==> src/rtl/mips_bus_pkg.sv <==
// Shared types and defaults for the instruction/data memory bus arbiter.
// Holds the FSM state encoding and the bus direction codes.
package mips_bus_pkg;

    typedef enum logic [1:0] {
        IDLE   = 2'd0,
        ACCESS = 2'd1,
        DONE   = 2'd2
    } state_t;

    localparam logic WR = 1'b1;
    localparam logic RD = 1'b0;

    localparam int DEF_WAIT_CYCLES = 2;
    localparam int DEF_MAX_STREAK  = 4;

endpackage

==> src/rtl/bus_arb_pick.sv <==
// Data-over-fetch priority with a streak counter that hands the bus to a
// pending fetch after MAX_STREAK back-to-back data grants.
module bus_arb_pick
    import mips_bus_pkg::*;
#(
    parameter int MAX_STREAK = DEF_MAX_STREAK
) (
    input  logic clk_i,
    input  logic rst_ni,
    input  logic grant_i,
    input  logic f_req_i,
    input  logic d_req_i,
    output logic pick_data_o
);

    localparam int SW = $clog2(MAX_STREAK + 1);

    logic [SW-1:0] streak_q, streak_d;
    logic          at_max;

    assign at_max      = (streak_q == SW'(MAX_STREAK));
    assign pick_data_o = d_req_i && !(f_req_i && at_max);

    // Only data grants made while a fetch is waiting count toward starvation.
    always_comb begin
        streak_d = streak_q;
        if (grant_i) begin
            if (pick_data_o && f_req_i) begin
                streak_d = at_max ? streak_q : streak_q + SW'(1);
            end else begin
                streak_d = '0;
            end
        end
    end

    always_ff @(posedge clk_i or negedge rst_ni) begin
        if (!rst_ni) begin
            streak_q <= '0;
        end else begin
            streak_q <= streak_d;
        end
    end

endmodule

==> src/rtl/mem_bus_arbiter.sv <==
// Shares one memory bus between an instruction-fetch port and a data port.
// IDLE -> ACCESS (WAIT_CYCLES+1 cycles) -> DONE (ACK pulse) -> IDLE.
module mem_bus_arbiter
    import mips_bus_pkg::*;
#(
    parameter int ADDR_W      = 32,
    parameter int DATA_W      = 32,
    parameter int WAIT_CYCLES = DEF_WAIT_CYCLES,
    parameter int MAX_STREAK  = DEF_MAX_STREAK
) (
    input  logic              CLK,
    input  logic              RST,
    input  logic              F_REQ,
    input  logic [ADDR_W-1:0] F_ADDR,
    output logic              F_ACK,
    output logic [DATA_W-1:0] F_RDATA,
    input  logic              D_REQ,
    input  logic              D_WE,
    input  logic [ADDR_W-1:0] D_ADDR,
    input  logic [DATA_W-1:0] D_WDATA,
    output logic              D_ACK,
    output logic [DATA_W-1:0] D_RDATA,
    input  logic [DATA_W-1:0] BUS_READ,
    output logic [ADDR_W-1:0] ADDR,
    output logic              CS,
    output logic              CS_P,
    output logic              WR_RD,
    output logic [DATA_W-1:0] Data_BUS_WRITE,
    output logic              BUSY
);

    localparam int CNT_W = (WAIT_CYCLES < 1) ? 1 : $clog2(WAIT_CYCLES + 1);

    state_t            state_q, state_d;
    logic [CNT_W-1:0]  cnt_q, cnt_d;
    logic [ADDR_W-1:0] addr_q, addr_d;
    logic [DATA_W-1:0] wdata_q, wdata_d;
    logic [DATA_W-1:0] frdata_q, frdata_d;
    logic [DATA_W-1:0] drdata_q, drdata_d;
    logic              cs_q, cs_d;
    logic              csp_q, csp_d;
    logic              wr_q, wr_d;
    logic              fack_q, fack_d;
    logic              dack_q, dack_d;
    logic              grant;
    logic              pick_data;

    bus_arb_pick #(
        .MAX_STREAK (MAX_STREAK)
    ) u_pick (
        .clk_i       (CLK),
        .rst_ni      (RST),
        .grant_i     (grant),
        .f_req_i     (F_REQ),
        .d_req_i     (D_REQ),
        .pick_data_o (pick_data)
    );

    // The bus registers double as the latched transaction while in ACCESS.
    always_comb begin
        state_d  = state_q;
        cnt_d    = cnt_q;
        addr_d   = addr_q;
        wdata_d  = wdata_q;
        cs_d     = cs_q;
        csp_d    = csp_q;
        wr_d     = wr_q;
        frdata_d = frdata_q;
        drdata_d = drdata_q;
        fack_d   = 1'b0;
        dack_d   = 1'b0;
        grant    = 1'b0;

        case (state_q)
            IDLE: begin
                if (F_REQ || D_REQ) begin
                    grant   = 1'b1;
                    state_d = ACCESS;
                    cnt_d   = CNT_W'(WAIT_CYCLES);
                    if (pick_data) begin
                        cs_d    = 1'b1;
                        csp_d   = 1'b0;
                        wr_d    = D_WE ? WR : RD;
                        addr_d  = D_ADDR;
                        wdata_d = D_WE ? D_WDATA : '0;
                    end else begin
                        cs_d    = 1'b0;
                        csp_d   = 1'b1;
                        wr_d    = RD;
                        addr_d  = F_ADDR;
                        wdata_d = '0;
                    end
                end
            end
            ACCESS: begin
                if (cnt_q == '0) begin
                    state_d = DONE;
                    if (cs_q) begin
                        dack_d = 1'b1;
                        if (wr_q == RD) drdata_d = BUS_READ;
                    end else begin
                        fack_d   = 1'b1;
                        frdata_d = BUS_READ;
                    end
                    cs_d    = 1'b0;
                    csp_d   = 1'b0;
                    wr_d    = RD;
                    addr_d  = '0;
                    wdata_d = '0;
                end else begin
                    cnt_d = cnt_q - CNT_W'(1);
                end
            end
            DONE:    state_d = IDLE;
            default: state_d = IDLE;
        endcase
    end

    always_ff @(posedge CLK or negedge RST) begin
        if (!RST) begin
            state_q  <= IDLE;
            cnt_q    <= '0;
            addr_q   <= '0;
            wdata_q  <= '0;
            cs_q     <= 1'b0;
            csp_q    <= 1'b0;
            wr_q     <= RD;
            frdata_q <= '0;
            drdata_q <= '0;
            fack_q   <= 1'b0;
            dack_q   <= 1'b0;
        end else begin
            state_q  <= state_d;
            cnt_q    <= cnt_d;
            addr_q   <= addr_d;
            wdata_q  <= wdata_d;
            cs_q     <= cs_d;
            csp_q    <= csp_d;
            wr_q     <= wr_d;
            frdata_q <= frdata_d;
            drdata_q <= drdata_d;
            fack_q   <= fack_d;
            dack_q   <= dack_d;
        end
    end

    assign ADDR           = addr_q;
    assign CS             = cs_q;
    assign CS_P           = csp_q;
    assign WR_RD          = wr_q;
    assign Data_BUS_WRITE = wdata_q;
    assign F_ACK          = fack_q;
    assign D_ACK          = dack_q;
    assign F_RDATA        = frdata_q;
    assign D_RDATA        = drdata_q;
    assign BUSY           = (state_q != IDLE);

endmodule

==> config.mk <==
export PLATFORM = sky130hd
export DESIGN_NAME = mem_bus_arbiter
export DESIGN_NICKNAME = d
export VERILOG_FILES = /design/src/rtl/mips_bus_pkg.sv /design/src/rtl/bus_arb_pick.sv /design/src/rtl/mem_bus_arbiter.sv
export SDC_FILE = /design/constraint.sdc
export NUM_CORES = 1
export LEC_CHECK = 0
export CAP_MARGIN = 15
export CORE_MARGIN = 2
export CORE_UTILIZATION = 30
export DETAILED_ROUTE_END_ITERATION = 7
export SETUP_SLACK_MARGIN = 0.5
export SLEW_MARGIN = 25
export SYNTH_ARGS = -nofsm -noshare
export SYNTH_HDL_FRONTEND = slang
export SYNTH_SLANG_ARGS = --single-unit
==> constraint.sdc <==
create_clock -name CLK -period 1.88 [get_ports CLK]
set_clock_uncertainty 0.15 [all_clocks]
set_input_delay 0.564 -clock CLK [delete_from_list [all_inputs] [get_ports CLK]]
set_output_delay 0.564 -clock CLK [all_outputs]
set_load 0.02 [all_outputs]
==> results.yml <==
synthesis:
  yosys_register_bits: 140
  synth_fp_nets: 508
  yosysWarnings: 0
  synthDistinctLibCells: 34
  syn_area_per_cell_um2: 15.6
  syn_area_mm2: 0.00580
  ys_seq_area_frac: 0.604
  synth_cells: 372
layout:
  num-fill-cells: 1463
  area_growth_pct: 91.1
  nets: 912
  layout-drive-gt1-share: 0.507
place:
  hpwl_um: 11800
  gp_congestion: 0.768
  port-buffer-count: 266
floorplanning:
  fp.dieW_um: 143
  io_pins: 267
  core-area_mm2: 0.0188
  placement_rows: 50
  initial_utilization: 0.308
  die_y_um: 143
  die_area_mm2: 0.0205
global_route:
  grt_max_degree: 41
  first_global_vias: 5141
  grt.overflow.total: 0
  grt_pass1_wl_um: 28000
  top_usage_layer: "met2"
  track_usage: 0.180
  use_met3: 0.0584
  use_met2: 0.298
  antenna_found_initial: 2
  grt_util_met1: 0.221
drt:
  wl_um: 19100
  vias: 4861
  drcViolationCount: 0
  dr.pass1.iters: 4
  drt_iter0_drc: 159
  ant_nets: 0
  routed_via_density: 4.63
  avgRoutedWirePerCell_um: 18.1
clock_tree:
  cts_tree: "yes"
  cts_made_buffers: 17
  max-clock-path-buffers: 2
  cts-root-buf: "clkbuf_16"
  h-tree-depth: 4
  clock-sinks: 140
  insertion_delay_ns: 0.42
  path_clk_slew_ns: 0.07
pwr:
  power_density_mw_per_mm2: 1780
  p_leak_nw: 5.34
  peakVddDrop_mv: 0.957
  finalPower_mw: 19.8
timing:
  setup_viol: 76
  setup_ws_ns: -0.0922
  period_needed_ns: 1.97
  fmax_ghz: 0.507
  tightest_slew_ns: 0.318
  rsz0062_at_grt: "yes"
  fin_tns_setup_ns: -3.18
  final_max_slew_viol_count: 0
  hold_viol_final: 0
  relSlewSlack: 0.788
  min_period_over_period: 1.05
status:
  violations: "negative setup slack"
  status: "finished with violations"
worst_setup_path:
  cp_slowest_stage_delay_ns: 0.40
  cp_common_cell: "buf_6"
  r2r_slack_ns: -0.09
  crit_path_start_kind: "flop"
  crit_chain: "buf_6 -> nor2_4 -> inv_4 -> buf_6"
  critPathMaxFanout: 2
  critical_path.slowest_cell: "dfrtp_1"
  end_kind: "output pin"
  crit_type: "reg2out"
  cp.required_ns: 1.17
  cp.arrival_ns: 1.26
worst_hold_path:
  hold_path_class: "reg2reg"
run:
  maxCapViolCount: 0
==> registers in the layout (all words and copies together), names as in the netlist <==
| register | flops |
|---|---|
| state_q | 2 |
| F_ACK | 1 |
| CS | 1 |
| cnt_q | 2 |
| F_RDATA | 32 |
| ADDR | 32 |
| D_ACK | 1 |
| CS_P | 1 |
| u_pick.streak_q | 3 |
| WR_RD | 1 |
| D_RDATA | 32 |
| Data_BUS_WRITE | 32 |
==> metrics by stage <==
stage	hold slack [ns]	cells	setup slack (ns)	area [µm²]	utilization
global placement	0.316	895	-0.398	8960	0.476
floorplan	0.118	372	0.0836	5950	-
global route	0.394	1051	-0.152	11100	0.588
finish	0.373	1051	-0.0922	11100	0.588
CTS	0.368	1011	-0.102	10700	0.567
detailed placement	0.329	895	-0.441	8960	0.476
==> cells in the final DEF (no fill, tap or decap), types with 3 or more instances in the layout <==
| cell type | instances |
|---|---|
| buf_6 | 144 |
| clkdlybuf4s50_1 | 129 |
| a221o_1 | 32 |
| inv_6 | 6 |
| a22o_1 | 35 |
| clkbuf_16 | 19 |
| inv_1 | 4 |
| dfrtp_1 | 139 |
| inv_2 | 3 |
| buf_4 | 104 |
| clkinvlp_4 | 4 |
| buf_16 | 11 |
| buf_12 | 18 |
| a21o_1 | 3 |
| nor2b_4 | 3 |
| and3_1 | 32 |
| mux2_4 | 63 |
| nor2_1 | 3 |
| inv_8 | 3 |
==> cell usage after synthesis <==
| master | instances | share of area |
|---|---|---|
| dfrtp_1 | 140 | 0.60 |
| mux2_4 | 59 | 0.15 |
| a22o_1 | 35 | 0.053 |
| and3_1 | 33 | 0.036 |
| a221o_1 | 32 | 0.055 |
| clkbuf_1 | 9 | 0.0058 |
| buf_2 | 8 | 0.0069 |
| buf_6 | 8 | 0.016 |
| inv_1 | 6 | 0.0039 |
| mux2_1 | 5 | 0.0097 |
| a21o_1 | 3 | 0.0039 |
| buf_12 | 3 | 0.010 |
| ha_1 | 3 | 0.0065 |
| nor2_1 | 3 | 0.0019 |
| a21oi_1 | 2 | 0.0017 |
| a32o_1 | 2 | 0.0035 |
| inv_2 | 2 | 0.0013 |
| nor2b_4 | 2 | 0.0047 |
| nor3_1 | 2 | 0.0017 |
| a211o_1 | 1 | 0.0015 |
| a211oi_4 | 1 | 0.0035 |
| a22oi_1 | 1 | 0.0013 |
| and2_1 | 1 | 0.0011 |
| and3b_1 | 1 | 0.0015 |
| and4b_4 | 1 | 0.0024 |
| buf_4 | 1 | 0.0013 |
| nand2_1 | 1 | 0.00065 |
| nand3_1 | 1 | 0.00086 |
| nor2_2 | 1 | 0.0011 |
| nor2b_1 | 1 | 0.0011 |
| nor3b_2 | 1 | 0.0022 |
| o21ai_0 | 1 | 0.00086 |
| o2bb2ai_1 | 1 | 0.0015 |
| or2_2 | 1 | 0.0011 |
==> worst max-delay path, delay by kind of cell, from the launching register on <==
family                 cells  cell delay, ns
buffers and inverters      3            0.30
and+or+nand+nor            1            0.13
DFF                        1            0.40
==> routing by layer <==
layer / wire length [µm] / part of all wire
met5: 0 / 0
met2: 9530 / 0.50
met3: 1390 / 0.073
met1: 7770 / 0.41
met4: 371 / 0.019
==> where the power goes <==
group | switching [mW] | total [mW] | leakage, nW | internal (mW)
combinational | 4.35 | 11.1 | 3.28 | 6.77
sequential | 0.998 | 5.32 | 1.78 | 4.32
clock | 1.43 | 3.34 | 0.277 | 1.91
total | 6.78 | 19.8 | 5.34 | 13.0
==> area by class of cell <==
cell class,instances,area (µm²),area share
diodes,2,5.00,0.000452
clock buffers,18,439,0.0396
clock inverters,14,146,0.0132
inverters,8,32.5,0.00294
multi-input cells,195,2140,0.193
flip-flops and latches,140,3500,0.316
well taps,260,325,0.0294
repair buffers,414,4490,0.405
==> kinds of logic after synthesis <==
kind of cell,Yosys count,share of synthesized area
flops,140,0.604
compound gates,79,0.126
fa+ha+maj,3,0.00647
buf+inv,37,0.0451
mux,64,0.162
simple gates,49,0.0559
==> worst paths after layout <==
path	from	end	cells after the start
worst max-delay path	state_q[0]	BUSY	4
worst min-delay path	CS_P	CS_P	1
worst max register to register	cnt_q[0]	ADDR[2]	8
worst min register to register	CS_P	CS_P	1
max in group asynchronous	RST	ADDR[29]	3
min in group asynchronous	RST	F_RDATA[6]	2
==> timing repair <==
item	in CTS	in global routing
hold endpoints to repair	26	0
gates cloned	11	2
buffers inserted	72	36
endpoints found under the setup margin	272	298
gates resized for setup	813	17
hold buffers	1	0
pin swaps	6	5
No activity file was read; power rests on OpenSTA's default activity.
